--- src/rtl/tt_counter_pkg.sv ---
// Shared definitions for the tt_updown_counter slice.
//   MODE_WRAP / MODE_SAT : encoding of the sat control input
//   CLAMP_W              : working width of clamp_mod (covers WIDTH up to 16 plus headroom)
//   clamp_mod()          : limits a loaded value to the legal range 0..modulus-1
package tt_counter_pkg;

  localparam logic MODE_WRAP = 1'b0;
  localparam logic MODE_SAT  = 1'b1;

  localparam int unsigned CLAMP_W = 17;

  // Returns value unchanged when in range, otherwise the top of the range.
  function automatic logic [CLAMP_W-1:0] clamp_mod(input logic [CLAMP_W-1:0] value,
                                                   input logic [CLAMP_W-1:0] modulus);
    logic [CLAMP_W-1:0] res;
    res = value;
    if (value >= modulus) begin
      res = modulus - CLAMP_W'(1);
    end
    return res;
  endfunction

endpackage

--- src/rtl/tt_updown_counter_if.sv ---
// Control / status bundle between the TinyTapeout wrapper and tt_updown_counter.
// Optional capture signals exist only when TT_COUNTER_CAPTURE_EN is defined.
//   master : drives clr, load, load_val, en, up, sat, prescale, oe_req (, cap)
//            observes count, tc, out_oe (, cap_val)
//   slave  : the counter side of the same signals
interface tt_updown_counter_if #(
  parameter int unsigned WIDTH = 8,
  parameter int unsigned PW    = 4
);

  logic             clr;
  logic             load;
  logic [WIDTH-1:0] load_val;
  logic             en;
  logic             up;
  logic             sat;
  logic [PW-1:0]    prescale;
  logic             oe_req;
  logic [WIDTH-1:0] count;
  logic             tc;
  logic             out_oe;
`ifdef TT_COUNTER_CAPTURE_EN
  logic             cap;
  logic [WIDTH-1:0] cap_val;
`endif

  modport master (
`ifdef TT_COUNTER_CAPTURE_EN
    output cap,
    input  cap_val,
`endif
    output clr, load, load_val, en, up, sat, prescale, oe_req,
    input  count, tc, out_oe
  );

  modport slave (
`ifdef TT_COUNTER_CAPTURE_EN
    input  cap,
    output cap_val,
`endif
    input  clr, load, load_val, en, up, sat, prescale, oe_req,
    output count, tc, out_oe
  );

endinterface

--- src/rtl/tt_prescaler.sv ---
// Enabled compare counter: emits a tick on every (prescale_i+1)-th enabled cycle.
//   clk, rst_n   : clock, async active-low reset
//   clr_i        : synchronous reset of the internal count (wins over en_i)
//   en_i         : advance the count this cycle
//   prescale_i   : compare value, sampled live so changes apply at the next compare
//   tick_c       : combinational tick, valid for the edge at which it is high
module tt_prescaler #(
  parameter int unsigned PW = 4
) (
  input  logic          clk,
  input  logic          rst_n,
  input  logic          clr_i,
  input  logic          en_i,
  input  logic [PW-1:0] prescale_i,
  output logic          tick_c
);

  logic [PW-1:0] pre_q;
  logic [PW-1:0] pre_d;

  // Next count; an overshoot after prescale shrinks returns to 0 without a tick.
  always_comb begin
    pre_d  = pre_q;
    tick_c = 1'b0;
    if (clr_i) begin
      pre_d = '0;
    end else if (en_i) begin
      if (pre_q == prescale_i) begin
        pre_d  = '0;
        tick_c = 1'b1;
      end else if (pre_q > prescale_i) begin
        pre_d = '0;
      end else begin
        pre_d = pre_q + PW'(1);
      end
    end
  end

  always_ff @(posedge clk or negedge rst_n) begin
    if (!rst_n) begin
      pre_q <= '0;
    end else begin
      pre_q <= pre_d;
    end
  end

endmodule

--- src/rtl/tt_updown_counter.sv ---
// Up/down modulo counter with prescaler, wrap/saturate mode, terminal-count
// pulse and registered output enable. Optional capture register when
// TT_COUNTER_CAPTURE_EN is defined.
//   clk, rst_n : clock, async active-low reset
//   bus        : tt_updown_counter_if.slave
//                in : clr, load, load_val, en, up, sat, prescale, oe_req (, cap)
//                out: count, tc, out_oe (, cap_val) -- all registered
// Parameters: WIDTH (2..16), MODULUS (2..2**WIDTH), PW prescaler width.
module tt_updown_counter
  import tt_counter_pkg::*;
#(
  parameter int unsigned WIDTH   = 8,
  parameter int unsigned MODULUS = 256,
  parameter int unsigned PW      = 4
) (
  input  logic                clk,
  input  logic                rst_n,
  tt_updown_counter_if.slave  bus
);

  // One extra bit so MODULUS = 2**WIDTH has a representable top value.
  localparam int unsigned     CW    = WIDTH + 1;
  localparam logic [CW-1:0]   MAX_C = CW'(MODULUS - 1);

  logic [WIDTH-1:0] count_q;
  logic [WIDTH-1:0] count_d;
  logic             tc_q;
  logic             tc_d;
  logic             out_oe_q;
  logic             tick_c;
  logic [CW-1:0]    cnt_ext;
  logic [WIDTH-1:0] load_clamped;

  // clr and load both restart the prescaler and suppress a coincident tick.
  tt_prescaler #(
    .PW(PW)
  ) u_prescaler (
    .clk        (clk),
    .rst_n      (rst_n),
    .clr_i      (bus.clr | bus.load),
    .en_i       (bus.en),
    .prescale_i (bus.prescale),
    .tick_c     (tick_c)
  );

  assign load_clamped = WIDTH'(clamp_mod(CLAMP_W'(bus.load_val), CLAMP_W'(MODULUS)));

  // Next count and terminal-count pulse; priority clr > load > tick.
  always_comb begin
    count_d = count_q;
    tc_d    = 1'b0;
    cnt_ext = {1'b0, count_q};
    if (bus.clr) begin
      count_d = '0;
    end else if (bus.load) begin
      count_d = load_clamped;
    end else if (tick_c) begin
      if (bus.up) begin
        if (cnt_ext < MAX_C) begin
          count_d = WIDTH'(cnt_ext + CW'(1));
        end else begin
          tc_d = 1'b1;
          if (bus.sat != MODE_SAT) begin
            count_d = '0;
          end
        end
      end else begin
        if (cnt_ext != '0) begin
          count_d = WIDTH'(cnt_ext - CW'(1));
        end else begin
          tc_d = 1'b1;
          if (bus.sat != MODE_SAT) begin
            count_d = WIDTH'(MAX_C);
          end
        end
      end
    end
  end

  always_ff @(posedge clk or negedge rst_n) begin
    if (!rst_n) begin
      count_q  <= '0;
      tc_q     <= 1'b0;
      out_oe_q <= 1'b0;
    end else begin
      count_q  <= count_d;
      tc_q     <= tc_d;
      out_oe_q <= bus.oe_req;
    end
  end

  assign bus.count  = count_q;
  assign bus.tc     = tc_q;
  assign bus.out_oe = out_oe_q;

`ifdef TT_COUNTER_CAPTURE_EN
  logic [WIDTH-1:0] cap_val_q;
  logic [WIDTH-1:0] cap_val_d;

  // Snapshot of the pre-update count; independent of clr/load.
  always_comb begin
    cap_val_d = cap_val_q;
    if (bus.cap) begin
      cap_val_d = count_q;
    end
  end

  always_ff @(posedge clk or negedge rst_n) begin
    if (!rst_n) begin
      cap_val_q <= '0;
    end else begin
      cap_val_q <= cap_val_d;
    end
  end

  assign bus.cap_val = cap_val_q;
`endif

endmodule

--- src/flat_wrapper.sv ---
// flat-port wrapper written by rule: the top's interface ports become plain ports
module tt_updown_counter_flat import tt_counter_pkg::*;
#(
  parameter int unsigned WIDTH   = 8,
  parameter int unsigned MODULUS = 256,
  parameter int unsigned PW      = 4
)
  (clk, rst_n, bus_clr, bus_load, bus_load_val, bus_en, bus_up, bus_sat, bus_prescale, bus_oe_req, bus_count, bus_tc, bus_out_oe);
  tt_updown_counter_if #(.WIDTH(WIDTH), .PW(PW)) bus_i ();
  input  logic clk;
  input  logic rst_n;
  input wire logic [$bits(bus_i.clr)-1:0] bus_clr;
  input wire logic [$bits(bus_i.load)-1:0] bus_load;
  input wire logic [$bits(bus_i.load_val)-1:0] bus_load_val;
  input wire logic [$bits(bus_i.en)-1:0] bus_en;
  input wire logic [$bits(bus_i.up)-1:0] bus_up;
  input wire logic [$bits(bus_i.sat)-1:0] bus_sat;
  input wire logic [$bits(bus_i.prescale)-1:0] bus_prescale;
  input wire logic [$bits(bus_i.oe_req)-1:0] bus_oe_req;
  output wire logic [$bits(bus_i.count)-1:0] bus_count;
  output wire logic [$bits(bus_i.tc)-1:0] bus_tc;
  output wire logic [$bits(bus_i.out_oe)-1:0] bus_out_oe;
  assign bus_i.clr = bus_clr;
  assign bus_i.load = bus_load;
  assign bus_i.load_val = bus_load_val;
  assign bus_i.en = bus_en;
  assign bus_i.up = bus_up;
  assign bus_i.sat = bus_sat;
  assign bus_i.prescale = bus_prescale;
  assign bus_i.oe_req = bus_oe_req;
  assign bus_count = bus_i.count;
  assign bus_tc = bus_i.tc;
  assign bus_out_oe = bus_i.out_oe;
  tt_updown_counter #(.WIDTH(WIDTH), .MODULUS(MODULUS), .PW(PW)) u_core (.clk(clk), .rst_n(rst_n), .bus(bus_i));
endmodule
--- config.mk ---
export PLATFORM = sky130hd
export DESIGN_NAME = tt_updown_counter_flat
export DESIGN_NICKNAME = d
export VERILOG_FILES = /design/src/rtl/tt_counter_pkg.sv /design/src/rtl/tt_updown_counter_if.sv /design/src/rtl/tt_prescaler.sv /design/src/rtl/tt_updown_counter.sv /design/src/flat_wrapper.sv
export SDC_FILE = /design/constraint.sdc
export NUM_CORES = 1
export LEC_CHECK = 0
export ABC_AREA = 1
export BUFFER_PORTS_ARGS = -buffer_cell sky130_fd_sc_hd__buf_2
export CAP_MARGIN = 20
export CORE_ASPECT_RATIO = 0.6
export CORE_MARGIN = 4
export CORE_UTILIZATION = 38
export DETAILED_ROUTE_END_ITERATION = 8
export GPL_TIMING_DRIVEN = 0
export MAX_ROUTING_LAYER = met4
export PLACE_DENSITY = 0.62
export SLEW_MARGIN = 5
export SYNTH_ARGS = -nofsm -noshare
export SYNTH_HDL_FRONTEND = slang
export SYNTH_HIERARCHICAL = 1
export SYNTH_SLANG_ARGS = --single-unit
--- constraint.sdc ---
create_clock -name clk -period 1.52 [get_ports clk]
set_clock_uncertainty 0.15 [all_clocks]
set_input_delay 0.152 -clock clk [delete_from_list [all_inputs] [get_ports clk]]
set_output_delay 0.152 -clock clk [all_outputs]
set_load 0.02 [all_outputs]
# ---- Yosys cells after proc, flatten, opt, wreduce, memory -nomap -nowiden
# Cells that the tools add are included.
dict set report totals {
  regBits 14
  input_bits 20
  out_inout_bits 10
  elab_cells 38
}
dict set report op_classes {
  add_sub_neg 3
  order_cmp 2
  n_eq_ne 3
  mux 21
  bitwise_logic 1
  n_reduce_logical 4
}
# cell n
set op_table {}
lappend op_table {{2-to-1 mux 8 bit} 8}
lappend op_table {{2-to-1 mux 4 bit} 4}
lappend op_table {{inequality test 5 x 4 -> 1 bit (second input constant)} 2}
lappend op_table {{2-to-1 mux 1 bit} 9}
lappend op_table {{adder 8 x 1 -> 8 bit (second input constant)} 1}
lappend op_table {{less-than comparator 8 bit (second input constant)} 1}
lappend op_table {{nonzero test 8 bit} 1}
lappend op_table {{subtractor 8 x 1 -> 8 bit (second input constant)} 1}
lappend op_table {{adder 4 x 1 -> 4 bit (second input constant)} 1}
lappend op_table {{== test 4 bit} 1}
lappend op_table {{greater-than comparator 4 bit} 1}
lappend op_table {{AND reduction 3 bit} 1}
lappend op_table {{nonzero test 3 bit} 1}
lappend op_table {{nonzero test 2 bit} 1}
lappend op_table {{OR 1 bit} 1}

# ---- Longest topological paths before layout
dict set report logic_depth {
  depth_word 7
  ltp_mapped 12
  ltp_nobuf 11
}

# ---- Modules after synthesis
# Netlist, hierarchy kept.
# mod instances cells_each area_each_um2 seq_area_each_um2
set modules_own_cells {}
lappend modules_own_cells {tt_updown_counter 1 168 1094.8 250.2}
lappend modules_own_cells {tt_prescaler 1 52 349.1 100.1}

# ---- Least setup slack after synthesis
# OpenSTA, ideal clock, no wires.
dict set report synth_timing {
  path_kind {register to register}
  start {register u_core.count_q[0] (netlist: u_core/bus.count[0])}
  end {register u_core.count_q[1] (netlist: u_core/bus.count[1])}
  arrival_time_ns 1.466
  slack_ns -0.179
  path_stages_with_launch 7
  period_less_slack_ns 1.699
  cell_sequence {dfrtp_1 -> inv_1 -> ha_1 -> or2_2 -> nand3_1 -> o211ai_1 -> o21ai_0}
}
dict set report synth_between {
  elab_chain_len 6
}
# item line
set synth_lines {}
lappend synth_lines {{from (decl)} tt_updown_counter.sv:25} ;# logic [WIDTH-1:0] count_q;
lappend synth_lines {{from (signal assigned)} tt_updown_counter.sv:86} ;# count_q <= count_d;
lappend synth_lines {{subtractor 8 x 1 -> 8 bit (tied with other cells)} tt_updown_counter.sv:69} ;# count_d = WIDTH'(cnt_ext - CW'(1));
lappend synth_lines {{2-to-1 mux 8 bit, on equally long branches} {tt_updown_counter.sv:68, tt_updown_counter.sv:59}}
lappend synth_lines {{2-to-1 mux 8 bit} tt_updown_counter.sv:58} ;# if (bus.up) begin
lappend synth_lines {{2-to-1 mux 8 bit} tt_updown_counter.sv:57} ;# end else if (tick_c) begin
lappend synth_lines {{2-to-1 mux 8 bit} tt_updown_counter.sv:55} ;# end else if (bus.load) begin
lappend synth_lines {{2-to-1 mux 8 bit} tt_updown_counter.sv:53} ;# if (bus.clr) begin
# Several ways; a longest one is shown, not always the timed one. The select of a mux whose other input is x is not followed.
# A chain may end at the register's enable or synchronous reset.

# ---- Final worst setup path
dict set report layout_timing {
  start {register u_core.u_prescaler.pre_q[3]}
  end {register u_core.count_q[0] (netlist: u_core/bus.count[0])}
}
dict set report layout_between {
  elab_chain_len 6
}
# item line
set layout_lines {}
lappend layout_lines {{from (decl)} tt_prescaler.sv:18} ;# logic [PW-1:0] pre_q;
lappend layout_lines {{from (signal assigned)} tt_prescaler.sv:43} ;# pre_q <= pre_d;
lappend layout_lines {{== test 4 bit} tt_prescaler.sv:28} ;# if (pre_q == prescale_i) begin
lappend layout_lines {{2-to-1 mux 1 bit} tt_prescaler.sv:28}
lappend layout_lines {{2-to-1 mux 1 bit} tt_prescaler.sv:27} ;# end else if (en_i) begin
lappend layout_lines {{2-to-1 mux 1 bit} tt_prescaler.sv:25} ;# if (clr_i) begin
lappend layout_lines {{via u_core.tick_c} tt_updown_counter.sv:30} ;# logic tick_c;
lappend layout_lines {{nonzero test 3 bit (no line)} n/a}
lappend layout_lines {{AND reduction 3 bit (no line)} n/a}
# The timed path passes the listed nets, and every way through them passes these cells.

==> results.cfg <==
[logic_synthesis]
synth-seq-area-share = 0.2426
synth_top_area_cell = dfrtp_1
synth_cell_type_count = 31
synth_nets = 248
synth-seq-cells = 14
synth_area_um2 = 1444
yosysTopAreaCellShare = 0.2426
netlist_top_cells_area = dfrtp_1, nand2_1, nand3_1
syn_avg_cell_area_um2 = 6.563
yosysWarnings = 6
syn_inst = 220

[critical_path]
cp.required_ns = 1.55
start_kind = flip-flop
crit_type = flip-flop to flip-flop
worstPathArrival_ns = 1.74
cp_cell_sequence = ha_4 -> nand2_4 -> nor3_4 -> inv_2 -> nand2_4 -> nand3_4 -> inv_6 -> nand3_2 -> o21ai_2
crit_fanout = 7
cpMostUsedCell = nand2_4
slowest_delay_ns = 0.41
slowest_stage = dfrtp_1
cp-end-kind = flip-flop

[global_routing]
met2_usage = 0.2189
grt_pass1_vias = 1270
grt-ovfl-total = 0
use_met1 = 0.2836
grtUsageMet3 = 0.03846
grt.busiest_layer = met1
track_usage = 0.1746
grt_max_degree = 15
antenna_found_initial = 0
grt_pass1_wl_mm = 6.513

[cts]
path_clk_slew_ns = 0.06
cts_tree = done
clk-insertion-delay-late_ns = 0.25
h-tree-depth = 1
cts_buffers = 3
clock_path_buffers = 2
cts.sink_count = 14
cts-root-buf = clkbuf_8

[finish]
nNetsFinal = 292
final_cell_mix = nand2_1, buf_2, inv_1
n_antenna_cell = 0
drive_gt1_frac = 0.3498
finish.utilization = 0.5212
area_growth_syn_to_layout_pct = 32.06
nFillCells = 382
final_common_cell = nand2_1

[outcome]
violations = negative setup slack
status = finished, violations left

[floorplanning]
start_util = 0.3947
die_h_um = 55.75
core_area_um2 = 3659
die_w_um = 87.58
design.die.area_um2 = 4882
num_rows = 17
pin_count = 30

[timing]
hold_violations = 0
slew-limit-headroom = 0.7680
drv_slew = 0
layout_setup_ws_ns = -0.1951
whs_ns = 0.08762
worst_pin_slew_ns = 0.3480
rsz0062_at_grt = yes
clock.fmax_mhz = 583.1
min_period_over_period = 1.128
setup_viol = 10
min_period_ns = 1.715

[route]
ant_nets = 0
first_pass_iters = 4
vias = 1499
via_per_inst = 4.835
drtIter0Drc = 67
post_drt_wl_per_cell_um = 13.14
drc_errors = 0
routed_wl_mm = 4.074

[placement]
hpwl_mm = 2.930
dp_worst_setup_slack_ns = -0.3429
io_buffers = 28
gp_congestion = 0.8727

[flow_run]
cap_violations = 0

[worst_hold_path]
worst_hold_path_type = primary input to flip-flop

[power]
power_leakage_nw = 1.035
ir_worst_vdd_mv = 0.3225
cellPowerDensity_nw_per_um2 = 702.6
total_power_mw = 1.340
[synthesized netlist by cell type (all sizes together)]
cell,number
dfrtp,14
a21o,1
nand3,30
o21bai,1
nor2,32
nand2,71
o21ai,10
nor3,1
buf,6
nand3b,1
ha,8
inv,32
o211ai,1
a211oi,1
a21oi,5
nand4,4
or2,2
[registers in the layout, indices dropped and copies added, names as in the netlist]
register / flops
u_core/bus.count: 8
u_core/u_prescaler/pre_q: 4
u_core/bus.out_oe: 1
u_core/bus.tc: 1
[report_power, final]
| part | switching (mW) | internal (mW) | total (mW) | leakage (nW) |
|---|---|---|---|---|
| Clock | 0.145 | 0.230 | 0.375 | 0.0288 |
| Combinational | 0.322 | 0.202 | 0.524 | 0.826 |
| Sequential | 0.0402 | 0.401 | 0.441 | 0.180 |
| Total | 0.507 | 0.833 | 1.34 | 1.03 |
[final timing paths]
path	slack [ns]	depth (start not counted)	endpoint	startpoint
worst max-delay path	-0.20	9	u_core/bus.count[0]$_DFFE_PN0P_	u_core/u_prescaler/pre_q[3]$_DFFE_PN0P_
worst min-delay path	0.09	4	u_core/bus.tc$_DFF_PN0_	bus_up
worst max register to register	-0.20	9	u_core/bus.count[0]$_DFFE_PN0P_	u_core/u_prescaler/pre_q[3]$_DFFE_PN0P_
worst min register to register	0.43	3	u_core/u_prescaler/pre_q[0]$_DFFE_PN0P_	u_core/u_prescaler/pre_q[0]$_DFFE_PN0P_
max in group asynchronous	0.76	2	u_core/bus.count[1]$_DFFE_PN0P_	rst_n
min in group asynchronous	0.19	2	u_core/bus.count[6]$_DFFE_PN0P_	rst_n
[through the flow]
step           TNS, ns  cells  area (um2)
3_5_place_dp    -2.622    295        1660
3_3_place_gp    -2.441    295        1660
2_1_floorplan  -0.6114    220        1461
6_report        -1.467    310        1907
5_1_grt         -2.424    310        1907
4_1_cts         -1.475    309        1861
[metal layers]
metal / wire, um / vias to the layer above
li1: - / 785
met1: 2108 / 656
met2: 1507 / 58
met3: 458 / 0
met4: 0 / 0
met5: 0 / -
[cell families (layout without fill, tap and decap cells)]
kind of cell,count (synthesis),count (layout),share of synthesized area
buffers and inverters,38,80,0.1204
DFF,14,14,0.2426
adders and majority gates,8,8,0.06933
and+or+nand+nor,141,142,0.4896
AOI/OAI and AO/OA,19,19,0.07800
[final cells by class]
class                      instances  area (um2)  area share
timing repair buffer              38       232.7      0.1220
buffer                             6       48.80     0.02559
sequential                        14       354.1      0.1857
inverter                          32       127.6     0.06693
tap                               47       58.81     0.03084
multi-input combinational        169        1030      0.5400
clock buffer                       4       55.05     0.02887
[worst max-delay path, delay by kind of cell, from the launching register on]
kind                       cells  cell delay [ns]
DFF                            1             0.41
and+or+nand+nor                5             0.52
buffers and inverters          2             0.20
adders and majority gates      1             0.29
AOI/OAI and AO/OA              1             0.05
[repair_timing]
| action | 4_1_cts | 5_1_grt |
|---|---|---|
| setup buffers | 7 | 1 |
| pin swaps | 4 | 6 |
| gates resized for setup | 9 | 10 |
| gates cloned | 1 | 0 |
| hold buffers | 2 | 0 |
| setup endpoints to repair | 9 | 12 |
| hold endpoints to repair | 15 | 0 |
Note: power is estimated with default switching activity, not from simulation.
